[src/rtl/bitcell_array_ctrl.sv]
// Sequencing controller for a ROWS x DATA_W bitcell array: valid/ready request in,
// setup/access/hold pin sequencing out, one-cycle completion pulse with read data.
module bitcell_array_ctrl #(
  parameter int ADDR_W     = 2,
  parameter int DATA_W     = 4,
  parameter int ACC_CYCLES = 2
) (
  input  logic                   clk,
  input  logic                   rst_n,
  input  logic                   req_valid,
  output logic                   req_ready,
  input  logic                   req_we,
  input  logic [ADDR_W-1:0]      req_addr,
  input  logic [DATA_W-1:0]      req_wdata,
  output logic                   rsp_valid,
  output logic [DATA_W-1:0]      rsp_rdata,
  output logic [(2**ADDR_W)-1:0] arr_sel,
  output logic                   arr_rw,
  output logic [DATA_W-1:0]      arr_data,
  input  logic [DATA_W-1:0]      arr_out
);

  localparam int ROWS = 2**ADDR_W;

  typedef enum logic [1:0] {IDLE, SETUP, ACCESS, HOLD} state_t;

  state_t            state;
  logic [3:0]        cnt;
  logic              we_lat;
  logic [ADDR_W-1:0] addr_lat;

  // arr_rw/arr_data double as the latched write controls: they are loaded on
  // accept and only cleared after HOLD, so they never move while sel is high.
  always_ff @(posedge clk) begin
    if (!rst_n) begin
      state     <= IDLE;
      cnt       <= '0;
      we_lat    <= 1'b0;
      addr_lat  <= '0;
      req_ready <= 1'b0;
      rsp_valid <= 1'b0;
      rsp_rdata <= '0;
      arr_sel   <= '0;
      arr_rw    <= 1'b0;
      arr_data  <= '0;
    end else begin
      rsp_valid <= 1'b0;
      case (state)
        IDLE: begin
          req_ready <= 1'b1;
          if (req_valid && req_ready) begin
            state     <= SETUP;
            req_ready <= 1'b0;
            we_lat    <= req_we;
            addr_lat  <= req_addr;
            arr_rw    <= req_we;
            arr_data  <= req_we ? req_wdata : '0;
          end
        end
        SETUP: begin
          state   <= ACCESS;
          cnt     <= 4'(ACC_CYCLES - 1);
          arr_sel <= ROWS'(1) << addr_lat;
        end
        ACCESS: begin
          if (cnt == 4'd0) begin
            state     <= HOLD;
            arr_sel   <= '0;
            rsp_valid <= 1'b1;
            rsp_rdata <= we_lat ? '0 : arr_out;
          end else begin
            cnt <= cnt - 4'd1;
          end
        end
        HOLD: begin
          state     <= IDLE;
          req_ready <= 1'b1;
          arr_rw    <= 1'b0;
          arr_data  <= '0;
        end
        default: state <= IDLE;
      endcase
    end
  end

endmodule
[config.mk]
export PLATFORM = sky130hd
export DESIGN_NAME = bitcell_array_ctrl
export DESIGN_NICKNAME = d
export VERILOG_FILES = /design/src/rtl/bitcell_array_ctrl.sv
export SDC_FILE = /design/constraint.sdc
export NUM_CORES = 1
export LEC_CHECK = 0
export BUFFER_PORTS_ARGS = -buffer_cell sky130_fd_sc_hd__buf_2
export CAP_MARGIN = 40
export CORE_MARGIN = 4
export CORE_UTILIZATION = 50
export DETAILED_ROUTE_END_ITERATION = 6
export PLACE_DENSITY = 0.74
export SLEW_MARGIN = 20
export SYNTH_ARGS = -nofsm -noshare
export SYNTH_HDL_FRONTEND = slang
export SYNTH_SLANG_ARGS = --single-unit
[constraint.sdc]
create_clock -name clk -period 2.1 [get_ports clk]
set_clock_uncertainty 0.15 [all_clocks]
set_input_delay 0.315 -clock clk [delete_from_list [all_inputs] [get_ports clk]]
set_output_delay 0.315 -clock clk [all_outputs]
set_load 0.01 [all_outputs]
==> results.md <==
* Die height at 54.6 um
* # resized after CTS at 0
* Relative slew margins at 0.696
* Final period util at 0.903
* Cells after Synth at 122
* Drt pass-1 iters at 4
* Status: completed
* Psw at 499 uW
* Worst Tran Pin Value at 0.456 ns
* Post-synthesis sequential area ratio at 0.442
* Grt total ovfl at 0
* Sw Share at 0.346
* Clock group share of total power at 0.231
* Reg power frac at 0.413
* CTS buffer count at 3
* Asr flop ratio synth at 0
* Syn Area/Cell at 8.90 um^2
* Unrepaired setup endpoints after global routing: no
* Synth area leader: dfxtp_1
* TritonCTS Sinks at 24
* Max cap viols at 0
* IR drop worst, VDD at 0.663 mV
* Pwr Total at 1440 uW
* Unique masters post-synth at 29
* Final Setup Violations at 0
* Pleak at 0.000549 uW
* Count leader, synth: dfxtp_1
* Crit Path Max Fanout at 14
* Post-synthesis register bit count at 24
* Longest Clk Path Bufs at 2
* Post-synth top flop: dfxtp_1
* CTS tree: yes
* Startpoint Class: flop
* Clock transition at the registers of the reported paths at 0.13 ns
* Slew Limit Fails at 0
* Cell types occupying the most area after synthesis: dfxtp_1 (44%), nand3_1 (7.8%), ha_1 (6.9%)
* DP HPWL at 1670 um
* Worst Hold Class: in2reg
* Hold bufs inserted after CTS at 0
* Final hold vios at 0
* Arr. time, crit path at 1.96 ns
* Final RePlAce weighted congestion at 0.844
* Power density over the cells at 1120 nW/um^2
* Post-Syn Nets at 142
* YS warnings at 0
* CP peak stage delay at 0.45 ns
* DRC at 0
* DP Cell Count at 172
* H-tree Lvls at 1
* Via count at 944
* Antenna violations before repair at 0
* Mean number of vias per cell at 5.36
* DR WL/cell at 12.4 um
* Post-CTS Setup Repair Bufs at 0
* Logic pwr share at 0.356
* Internal at 945 uW
* Min cycle time layout at 1.90 ns
* Post-Syn Area at 1090 um^2
* Final #Nets at 170
* DRT iter0 DRCs at 27
* Num ports at 29
* Core Area at 2020 um^2
* First-pass GRT wire length at 3730 um
* Leading post-synthesis cells by instance count: dfxtp_1 (24), nand3_1 (17), a21oi_1 (14), nand2_1 (14), ha_1 (6)
* Root Buffer: clkbuf_4
* Port buffer count at 28
* TNS Setup at 0 ns
* Crit-path cells: inv_1, ha_1, nand4bb_1, a31oi_1, nor2_1
* Layout cells sized above 1 at 0.248
* Post-synth EDFFs at 0
* WL final at 2190 um
* Critical Path Sink Type: flop
* Overall Global Routing Usage at 0.169
* Fmax at 527 MHz
* Antenna cells at 0
* Vias in the first global route at 893
* Largest net degree at the start of global routing at 19
* Initial core utilization at 0.537
* Top-area cell type share of the netlist area at 0.442
* Critical path's slowest cell: ha_1
* Critical setup path kind: reg2reg
* Critical path required time at 2.17 ns
* # rows at 16
* Clk_lat worst skew at 0.31 ns
* Finished Layout Cells at 176
* Post-route ant nets at 0
* Die W at 54.6 um
* Die area at 2980 um^2
* Finished Core Util at 0.638
* Area Growth Syn to Fin at 18.8%
-- path summary, 6_finish.rpt --
check	from	endpoint	slack [ns]	depth (start not counted)
worst max register to register	state[0]$_SDFFE_PN0P_	arr_sel[1]$_SDFFE_PN0P_	0.20	5
worst min register to register	rsp_rdata[2]$_SDFFE_PN0P_	rsp_rdata[2]$_SDFFE_PN0P_	0.31	2
worst max-delay path	state[0]$_SDFFE_PN0P_	arr_sel[1]$_SDFFE_PN0P_	0.20	5
worst min-delay path	req_addr[1]	addr_lat[1]$_SDFFE_PN0P_	0.08	3
-- cell usage in the layout (no fill, tap or decap), types with 2 or more instances in the layout --
cell type	synthesis	final
a21oi_1	14	14
nor2_1	3	3
buf_2	0	28
or3_1	2	2
inv_1	5	5
nor4bb_1	2	2
nor2b_1	3	3
mux2i_1	3	3
nand3b_1	5	5
ha_1	6	6
a31oi_1	2	2
nand2_1	14	14
nand2b_1	2	2
nand3_1	17	17
nor3_1	3	3
dfxtp_1	24	24
clkbuf_4	0	3
-- final cells by class --
| class | instances | area, um^2 |
|---|---|---|
| Fill cell | 173 | 732 |
| Clock buffer | 3 | 22.5 |
| Timing Repair Buffer | 29 | 148 |
| Inverter | 5 | 18.8 |
| Sequential cell | 24 | 480 |
| Multi-Input combinational cell | 87 | 557 |
| Clock inverter | 1 | 30.0 |
| Tap cell | 27 | 33.8 |
-- critical path: cells and delay by family (launching register included) --
family / cells / cell delay (ns)
fa+ha+maj: 1 / 0.45
simple gates: 2 / 0.46
flops: 1 / 0.37
buf+inv: 1 / 0.10
compound gates: 1 / 0.28
-- kinds of logic (layout without fill, tap and decap cells) --
kind of cell,after synthesis,count (layout),synth area share
compound gates,22,22,0.129
fa+ha+maj,6,6,0.0691
buf+inv,11,38,0.0449
flops,24,24,0.442
mux,3,3,0.0277
simple gates,56,56,0.287
-- state kept, by name, indices dropped and copies added (netlist names) --
name	flops
cnt	4
arr_data	4
addr_lat	2
rsp_rdata	4
arr_rw	1
arr_sel	4
state	2
we_lat	1
rsp_valid	1
req_ready	1
-- per-layer routing --
metal	GRT usage	share of wire
met1	0.223	0.47
met2	0.280	0.46
met3	0.0272	0.063
met4	0.0498	0.0055
met5	0	0
-- power by group through the flow --
stage          combinational (uW)  sequential, uW  clock (uW)
6_report                      514             596         333
5_1_grt                       579             612         354
4_1_cts                       513             597         337
3_5_place_dp                  513             608           0
3_3_place_gp                  495             604           0
2_1_floorplan                 388             619           0
-- stage by stage --
stage	setup WS (ns)	hold slack, ns	instance area (um^2)
5_1_grt	0.0418	0.0782	1290
4_1_cts	0.206	0.0720	1290
2_1_floorplan	0.449	0.301	1090
6_report	0.203	0.0774	1290
3_3_place_gp	0.355	0.286	1240
3_5_place_dp	0.229	0.295	1240
Power figures use the tool's default switching activity.
